File: src/rtl/btn_event_ctrl_pkg.sv
// Shared event codes and per-button hold FSM state encoding for the button event controller.
package btn_event_ctrl_pkg;

    typedef enum logic [1:0] {
        ST_IDLE = 2'd0,
        ST_DOWN = 2'd1,
        ST_RPT  = 2'd2
    } state_e;

    localparam logic [1:0] EV_PRESS   = 2'd0;
    localparam logic [1:0] EV_LONG    = 2'd1;
    localparam logic [1:0] EV_REPEAT  = 2'd2;
    localparam logic [1:0] EV_RELEASE = 2'd3;

endpackage

File: src/rtl/btn_event_ctrl_hold_fsm.sv
// Per-button hold timing: edge detect, IDLE/DOWN/RPT FSM with shared counter,
// and a single-entry pending slot that records a sticky overflow on drops.
module btn_hold_fsm
    import btn_event_ctrl_pkg::*;
#(
    parameter int LONG_CYC = 13500000,
    parameter int REP_CYC  = 2700000,
    parameter int CNT_BITS = 24
) (
    input  logic       clk,
    input  logic       reset,
    input  logic       btn,
    input  logic       grant,
    output logic       pend_valid,
    output logic [1:0] pend_type,
    output logic       held,
    output logic       overflow
);

    localparam logic [CNT_BITS-1:0] LONG_TC = CNT_BITS'(LONG_CYC - 1);
    localparam logic [CNT_BITS-1:0] REP_TC  = CNT_BITS'(REP_CYC - 1);
    localparam logic [CNT_BITS-1:0] CNT_ONE = CNT_BITS'(1);

    logic                prev_q;
    state_e              state_q, state_d;
    logic [CNT_BITS-1:0] count_q, count_d;
    logic                pend_valid_q, pend_valid_d;
    logic [1:0]          pend_type_q, pend_type_d;
    logic                overflow_q, overflow_d;
    logic                rise_s, fall_s, emit_s;
    logic [1:0]          emit_type_s;

    assign rise_s = btn & ~prev_q;
    assign fall_s = ~btn & prev_q;

    // Hold FSM: a fall always beats a coincident terminal count.
    always_comb begin
        state_d     = state_q;
        count_d     = count_q;
        emit_s      = 1'b0;
        emit_type_s = EV_PRESS;
        case (state_q)
            ST_IDLE: begin
                if (rise_s) begin
                    emit_s      = 1'b1;
                    emit_type_s = EV_PRESS;
                    count_d     = '0;
                    state_d     = ST_DOWN;
                end else begin
                    count_d = count_q;
                end
            end
            ST_DOWN: begin
                if (fall_s) begin
                    emit_s      = 1'b1;
                    emit_type_s = EV_RELEASE;
                    state_d     = ST_IDLE;
                end else if (count_q == LONG_TC) begin
                    emit_s      = 1'b1;
                    emit_type_s = EV_LONG;
                    count_d     = '0;
                    state_d     = ST_RPT;
                end else begin
                    count_d = count_q + CNT_ONE;
                end
            end
            ST_RPT: begin
                if (fall_s) begin
                    emit_s      = 1'b1;
                    emit_type_s = EV_RELEASE;
                    state_d     = ST_IDLE;
                end else if (count_q == REP_TC) begin
                    emit_s      = 1'b1;
                    emit_type_s = EV_REPEAT;
                    count_d     = '0;
                end else begin
                    count_d = count_q + CNT_ONE;
                end
            end
            default: begin
                state_d = ST_IDLE;
                count_d = '0;
            end
        endcase
    end

    // Pending slot: a grant in the same cycle frees room for the new event.
    always_comb begin
        pend_valid_d = pend_valid_q;
        pend_type_d  = pend_type_q;
        overflow_d   = overflow_q;
        if (emit_s) begin
            if (pend_valid_q && !grant) begin
                overflow_d = 1'b1;
            end else begin
                pend_valid_d = 1'b1;
                pend_type_d  = emit_type_s;
            end
        end else if (grant) begin
            pend_valid_d = 1'b0;
        end else begin
            pend_valid_d = pend_valid_q;
        end
    end

    // State registers; prev samples the live level on reset so a held button stays silent.
    always_ff @(posedge clk) begin
        if (reset) begin
            prev_q       <= btn;
            state_q      <= ST_IDLE;
            count_q      <= '0;
            pend_valid_q <= 1'b0;
            pend_type_q  <= EV_PRESS;
            overflow_q   <= 1'b0;
        end else begin
            prev_q       <= btn;
            state_q      <= state_d;
            count_q      <= count_d;
            pend_valid_q <= pend_valid_d;
            pend_type_q  <= pend_type_d;
            overflow_q   <= overflow_d;
        end
    end

    assign pend_valid = pend_valid_q;
    assign pend_type  = pend_type_q;
    assign held       = (state_q != ST_IDLE);
    assign overflow   = overflow_q;

endmodule

File: src/rtl/btn_event_ctrl.sv
// Button event controller top: one hold FSM per button, round-robin arbiter
// and a valid/ready output register carrying (button, event type).
module btn_event_ctrl
    import btn_event_ctrl_pkg::*;
#(
    parameter int NBTN     = 4,
    parameter int IDW      = 2,
    parameter int LONG_CYC = 13500000,
    parameter int REP_CYC  = 2700000,
    parameter int CNT_BITS = 24
) (
    input  logic            clk,
    input  logic            reset,
    input  logic [NBTN-1:0] btn_clean,
    output logic            ev_valid,
    input  logic            ev_ready,
    output logic [IDW-1:0]  ev_btn,
    output logic [1:0]      ev_type,
    output logic [NBTN-1:0] held,
    output logic [NBTN-1:0] overflow
);

    logic [NBTN-1:0] pend_valid_s;
    logic [1:0]      pend_type_s [NBTN];
    logic [NBTN-1:0] grant_s;
    logic [IDW-1:0]  grant_idx_s, idx_s;
    logic            found_s, load_s;
    logic [IDW-1:0]  rr_q, rr_d;
    logic            ev_valid_q, ev_valid_d;
    logic [IDW-1:0]  ev_btn_q, ev_btn_d;
    logic [1:0]      ev_type_q, ev_type_d;

    for (genvar g = 0; g < NBTN; g++) begin : g_btn
        btn_hold_fsm #(
            .LONG_CYC (LONG_CYC),
            .REP_CYC  (REP_CYC),
            .CNT_BITS (CNT_BITS)
        ) u_fsm (
            .clk        (clk),
            .reset      (reset),
            .btn        (btn_clean[g]),
            .grant      (grant_s[g]),
            .pend_valid (pend_valid_s[g]),
            .pend_type  (pend_type_s[g]),
            .held       (held[g]),
            .overflow   (overflow[g])
        );
    end

    // Round-robin search: first valid slot at or after rr, wrapping.
    always_comb begin
        found_s     = 1'b0;
        grant_idx_s = '0;
        idx_s       = '0;
        for (int k = 0; k < NBTN; k++) begin
            idx_s = IDW'((int'(rr_q) + k) % NBTN);
            if (!found_s && pend_valid_s[idx_s]) begin
                found_s     = 1'b1;
                grant_idx_s = idx_s;
            end else begin
                found_s = found_s;
            end
        end
        load_s  = (!ev_valid_q || ev_ready) && found_s;
        grant_s = '0;
        if (load_s) begin
            grant_s[grant_idx_s] = 1'b1;
        end else begin
            grant_s = '0;
        end
    end

    // Output register: load on free/accepted output, otherwise hold or drain.
    always_comb begin
        ev_valid_d = ev_valid_q;
        ev_btn_d   = ev_btn_q;
        ev_type_d  = ev_type_q;
        rr_d       = rr_q;
        if (load_s) begin
            ev_valid_d = 1'b1;
            ev_btn_d   = grant_idx_s;
            ev_type_d  = pend_type_s[grant_idx_s];
            rr_d       = IDW'((int'(grant_idx_s) + 1) % NBTN);
        end else if (ev_ready) begin
            ev_valid_d = 1'b0;
        end else begin
            ev_valid_d = ev_valid_q;
        end
    end

    // Arbiter pointer and output registers.
    always_ff @(posedge clk) begin
        if (reset) begin
            rr_q       <= '0;
            ev_valid_q <= 1'b0;
            ev_btn_q   <= '0;
            ev_type_q  <= EV_PRESS;
        end else begin
            rr_q       <= rr_d;
            ev_valid_q <= ev_valid_d;
            ev_btn_q   <= ev_btn_d;
            ev_type_q  <= ev_type_d;
        end
    end

    assign ev_valid = ev_valid_q;
    assign ev_btn   = ev_btn_q;
    assign ev_type  = ev_type_q;

endmodule
File: config.mk
export PLATFORM = sky130hd
export DESIGN_NAME = btn_event_ctrl
export DESIGN_NICKNAME = d
export VERILOG_FILES = /design/src/rtl/btn_event_ctrl_pkg.sv /design/src/rtl/btn_event_ctrl_hold_fsm.sv /design/src/rtl/btn_event_ctrl.sv
export SDC_FILE = /design/constraint.sdc
export NUM_CORES = 1
export LEC_CHECK = 0
export ABC_CLOCK_PERIOD_IN_PS = 2100
export BUFFER_PORTS_ARGS = -buffer_cell sky130_fd_sc_hd__buf_2
export CAP_MARGIN = 15
export CORE_UTILIZATION = 50
export CTS_CLUSTER_SIZE = 24
export DETAILED_ROUTE_END_ITERATION = 8
export PLACE_DENSITY = 0.69
export SETUP_SLACK_MARGIN = 0.15
export SLEW_MARGIN = 20
export SYNTH_ARGS = -nofsm -noshare
export SYNTH_HDL_FRONTEND = slang
export SYNTH_HIERARCHICAL = 1
export SYNTH_SLANG_ARGS = --single-unit
File: constraint.sdc
create_clock -name clk -period 2.1 [get_ports clk]
set_input_delay 0.63 -clock clk [delete_from_list [all_inputs] [get_ports clk]]
set_output_delay 0.63 -clock clk [all_outputs]
set_load 0.01 [all_outputs]
==> run_summary.xml <==
<?xml version="1.0" encoding="UTF-8"?>
<metrics>
  <group name="run_status">
    <metric name="run_status" unit="">finished, final reports clean</metric>
  </group>
  <group name="routing">
    <metric name="drc_violation_count_after_routing" unit="">0</metric>
    <metric name="first_pass_iters" unit="">6</metric>
    <metric name="met3_length" unit="microns">707</metric>
    <metric name="via_per_inst" unit="">5.63</metric>
    <metric name="routedLengthMet1" unit="mm">8.45</metric>
    <metric name="uppermost_metal_layer_occupied_by_signal_nets" unit="">met4</metric>
    <metric name="drt-initial-drc-count" unit="">439</metric>
    <metric name="remaining_number_of_nets_flagged_by_the_antenna_check_after_routing" unit="">0</metric>
    <metric name="routed_wire_length" unit="mm">18.7</metric>
    <metric name="wl_met2" unit="mm">9.24</metric>
    <metric name="detail_route.wl_per_cell" unit="microns">15.6</metric>
    <metric name="via_count_of_the_routed_design" unit="">6728</metric>
  </group>
  <group name="floorplanning">
    <metric name="die_width" unit="microns">124</metric>
    <metric name="design.die.area" unit="sq mm">0.0153</metric>
    <metric name="fp.coreArea" unit="sq mm">0.0145</metric>
    <metric name="die_height" unit="microns">124</metric>
    <metric name="floorplan.initialDensity" unit="%">51.1</metric>
    <metric name="io_pins" unit="">20</metric>
    <metric name="core.rowCount" unit="">44</metric>
  </group>
  <group name="synth">
    <metric name="synth_cells" unit="">866</metric>
    <metric name="synth.yosys.seq_area_share" unit="%">35.5</metric>
    <metric name="ys_async_sr_fraction" unit="%">0</metric>
    <metric name="post_synth_num_cell_types" unit="">67</metric>
    <metric name="mappedNetlistNets" unit="">893</metric>
    <metric name="dominantRegCellSynth" unit="">sky130_fd_sc_hd__dfxtp_1</metric>
    <metric name="mappedNetlistArea" unit="sq mm">0.00739</metric>
    <metric name="synth_enable_flop_cells" unit="">0</metric>
    <metric name="yosysWarningCount" unit="">6</metric>
    <metric name="yosys_register_bits" unit="">131</metric>
    <metric name="synthesis.area_per_instance" unit="sq um">8.54</metric>
  </group>
  <group name="sta">
    <metric name="clock_skew" unit="ps">7.64</metric>
    <metric name="final-max-slew-violation-count" unit="">0</metric>
    <metric name="worst_pin_slew" unit="ps">609</metric>
    <metric name="grt_setup_unrepaired" unit="">true</metric>
    <metric name="hold-worst-slack" unit="ps">351</metric>
    <metric name="final.min_clock_period" unit="ps">2040</metric>
    <metric name="post-route-period-util" unit="%">97.0</metric>
    <metric name="timing.max_slew.rel_slack" unit="%">59.0</metric>
    <metric name="setup_violations" unit="">0</metric>
    <metric name="timing.fmax" unit="MHz">491</metric>
    <metric name="final_hold_viol_count" unit="">0</metric>
  </group>
  <group name="global_route">
    <metric name="grt_remaining_overflow" unit="">0</metric>
    <metric name="grt_pass1_vias" unit="">6197</metric>
    <metric name="grt_antenna_before_repair" unit="">0</metric>
    <metric name="grt_pass1_wl" unit="mm">28.5</metric>
    <metric name="global_route.usage.total" unit="%">23.4</metric>
    <metric name="largest_net_degree_at_the_start_of_global_routing" unit="">26</metric>
  </group>
  <group name="placement">
    <metric name="place.port_buffers" unit="">19</metric>
    <metric name="gp_congestion" unit="">0.860</metric>
    <metric name="placed_cell_areas" unit="sq mm">0.00823</metric>
    <metric name="post-dp-hpwl" unit="mm">11.2</metric>
  </group>
  <group name="clock_tree">
    <metric name="cts-root-buf" unit="">sky130_fd_sc_hd__clkbuf_16</metric>
    <metric name="clock_buffers_created_by_tritoncts" unit="">17</metric>
    <metric name="hold_buffers" unit="">0</metric>
    <metric name="clock_tree.htree_level_count" unit="">4</metric>
    <metric name="clock_path_buffers" unit="">2</metric>
    <metric name="clkLatencyLatePin" unit="ps">420</metric>
    <metric name="tritoncts" unit="">done</metric>
    <metric name="cts.sink_count" unit="">131</metric>
    <metric name="clk_transition_reported_paths" unit="ps">60</metric>
  </group>
  <group name="setup_path">
    <metric name="timing.critical_path.arrival" unit="ps">2340</metric>
    <metric name="critical_path_peak_fanout" unit="">3</metric>
    <metric name="r2r.worst_path.cells" unit="">6</metric>
    <metric name="required_time_at_the_worst_slack_endpoint" unit="ps">2400</metric>
    <metric name="critPathKind" unit="">flip-flop to flip-flop</metric>
    <metric name="worst_setup_path_end_kind" unit="">flip-flop</metric>
    <metric name="setup.worst_path.start_class" unit="">flip-flop</metric>
  </group>
  <group name="power_and_ir_drop">
    <metric name="power.total" unit="uW">6570</metric>
    <metric name="power.ir.vdd_worst" unit="mV">0.660</metric>
    <metric name="total_leakage_power" unit="uW">0.00362</metric>
    <metric name="cellPowerDensity" unit="mW/mm^2">652</metric>
  </group>
  <group name="hold_path">
    <metric name="timing.hold.worst.class" unit="">input pin to flip-flop</metric>
    <metric name="number_of_cells_on_the_worst_hold_path" unit="">1</metric>
  </group>
  <group name="cells_and_area">
    <metric name="antenna_cells" unit="">0</metric>
    <metric name="fill_cells" unit="">1102</metric>
    <metric name="area.sequential" unit="sq mm">0.00267</metric>
    <metric name="finalNetCount" unit="">1027</metric>
    <metric name="layout_cell_share_with_drive_strength_beyond_1" unit="%">33.7</metric>
    <metric name="final_cell_mix" unit="">109 x sky130_fd_sc_hd__dfxtp_1, 102 x sky130_fd_sc_hd__buf_4, 94 x sky130_fd_sc_hd__nor2_1, 68 x sky130_fd_sc_hd__nand2_1, 63 x sky130_fd_sc_hd__xor2_1</metric>
    <metric name="synthToLayoutAreaGrowth" unit="%">36.2</metric>
    <metric name="multi_input_area" unit="sq mm">0.00515</metric>
    <metric name="final_cell_area" unit="sq mm">0.0101</metric>
    <metric name="most_common_library_cell_in_the_layout_ignoring_fill_and_taps" unit="">sky130_fd_sc_hd__dfxtp_1</metric>
  </group>
  <group name="flow_run">
    <metric name="maxCapViolations" unit="">0</metric>
  </group>
</metrics>
per-layer routing:
layer	up-vias	track usage, %
li1	3338	-
met1	3231	30.4
met2	134	38.5
met3	25	5.31
met4	0	6.63
met5	-	0
metrics by stage:
stage | worst slack (ps) | utilization [%] | setup TNS (ps) | cells
floorplan | 146 | - | 0 | 866
global placement | 61.7 | 56.8 | 0 | 1112
detailed placement | 39.1 | 56.8 | 0 | 1112
CTS | 98.9 | 64.3 | 0 | 1172
global route | -25.4 | 69.5 | -60.2 | 1196
finish | 62.8 | 69.5 | 0 | 1196
area by class of cell:
type	count	share of cell area, %
Clock inverter	9	1.27
Timing Repair Buffer	146	12.6
Multi-Input combinational cell	669	51.1
Tap cell	184	2.29
Clock buffer	22	4.81
Sequential cell	131	26.5
Inverter	35	1.35
Yosys cell counts, types with 5 or more instances:
cell type / number / area share [%]
sky130_fd_sc_hd__ha_1: 20 / 3.4
sky130_fd_sc_hd__o211ai_1: 11 / 1.1
sky130_fd_sc_hd__a22o_1: 6 / 0.71
sky130_fd_sc_hd__nand3b_1: 9 / 0.91
sky130_fd_sc_hd__xnor2_1: 17 / 2.0
sky130_fd_sc_hd__o2bb2ai_1: 5 / 0.59
sky130_fd_sc_hd__nand4_1: 25 / 2.1
sky130_fd_sc_hd__nand4bb_1: 7 / 1.1
sky130_fd_sc_hd__dfxtp_1: 131 / 35
sky130_fd_sc_hd__a21oi_2: 5 / 0.59
sky130_fd_sc_hd__a21oi_1: 41 / 2.8
sky130_fd_sc_hd__a31oi_1: 7 / 0.59
sky130_fd_sc_hd__nor3_1: 13 / 0.88
sky130_fd_sc_hd__nor2b_1: 11 / 0.93
sky130_fd_sc_hd__buf_2: 8 / 0.54
sky130_fd_sc_hd__o21ai_0: 20 / 1.4
sky130_fd_sc_hd__clkbuf_1: 14 / 0.71
sky130_fd_sc_hd__nor2_1: 122 / 6.2
sky130_fd_sc_hd__nand3_1: 44 / 3.0
sky130_fd_sc_hd__and3_1: 11 / 0.93
sky130_fd_sc_hd__buf_6: 8 / 1.2
sky130_fd_sc_hd__nand4b_1: 12 / 1.4
sky130_fd_sc_hd__xor2_1: 68 / 8.1
sky130_fd_sc_hd__or4_1: 9 / 0.91
sky130_fd_sc_hd__inv_1: 35 / 1.8
sky130_fd_sc_hd__mux2i_1: 14 / 1.9
sky130_fd_sc_hd__nand2b_1: 17 / 1.4
sky130_fd_sc_hd__and2_1: 7 / 0.59
sky130_fd_sc_hd__nand2_1: 70 / 3.6
sky130_fd_sc_hd__or3_1: 5 / 0.42
sky130_fd_sc_hd__nor4_1: 10 / 0.85
registers in the layout, summed over array words and instances (netlist names):
| name | count |
|---|---|
| g_btn.u_fsm/pend_type | 8 |
| ev_btn | 2 |
| g_btn.u_fsm/state_q | 8 |
| g_btn.u_fsm/pend_valid | 4 |
| ev_valid | 1 |
| g_btn.u_fsm/overflow | 4 |
| ev_type | 2 |
| g_btn.u_fsm/prev_q | 4 |
| g_btn.u_fsm/count_q | 96 |
| rr_q | 2 |
worst max-delay path, cell delays in order (launching register included):
cell and delay [ps]:
sky130_fd_sc_hd__dfxtp_2 320, sky130_fd_sc_hd__or4b_4 550, sky130_fd_sc_hd__nor4_4 240, sky130_fd_sc_hd__buf_4 160, sky130_fd_sc_hd__a22o_1 170, sky130_fd_sc_hd__o211ai_1 160, sky130_fd_sc_hd__mux2_4 320
final timing paths:
path	startpoint	end	slack [ps]
setup reg to reg	g_btn[2].u_fsm/count_q[22]	g_btn[2].u_fsm/pend_type[0]	60
setup / recovery	g_btn[2].u_fsm/count_q[22]	g_btn[2].u_fsm/pend_type[0]	60
hold / removal	btn_clean[0]	g_btn[0].u_fsm/prev_q	350
hold reg to reg	g_btn[1].u_fsm/overflow	g_btn[1].u_fsm/overflow	450
what timing repair did:
| item | CTS | global route |
|---|---|---|
| endpoints found under the setup margin | 108 | 114 |
| pin swaps | 28 | 59 |
| buffers inserted | 26 | 20 |
| cloned | 3 | 4 |
| endpoints found under the hold margin | 0 | 0 |
| resized for setup | 49 | 121 |
logic make-up after synthesis:
group | Yosys count | synth area share [%]
AO/OA/AOI/OAI | 141 | 14.4
flip-flops | 131 | 35.5
buffers and inverters | 66 | 4.35
AND/OR/NAND/NOR | 405 | 29.8
multiplexers | 18 | 2.50
adder cells (fa/ha/maj) | 20 | 3.38
XOR/XNOR | 85 | 10.1
where the power goes:
| part | total (uW) | internal (uW) | switching, uW |
|---|---|---|---|
| Combinational | 889 | 424 | 464 |
| Sequential | 2610 | 2540 | 73.7 |
| Clock | 3070 | 1980 | 1090 |
| Total | 6570 | 4940 | 1620 |
Note: power is estimated with default switching activity, not from simulation.
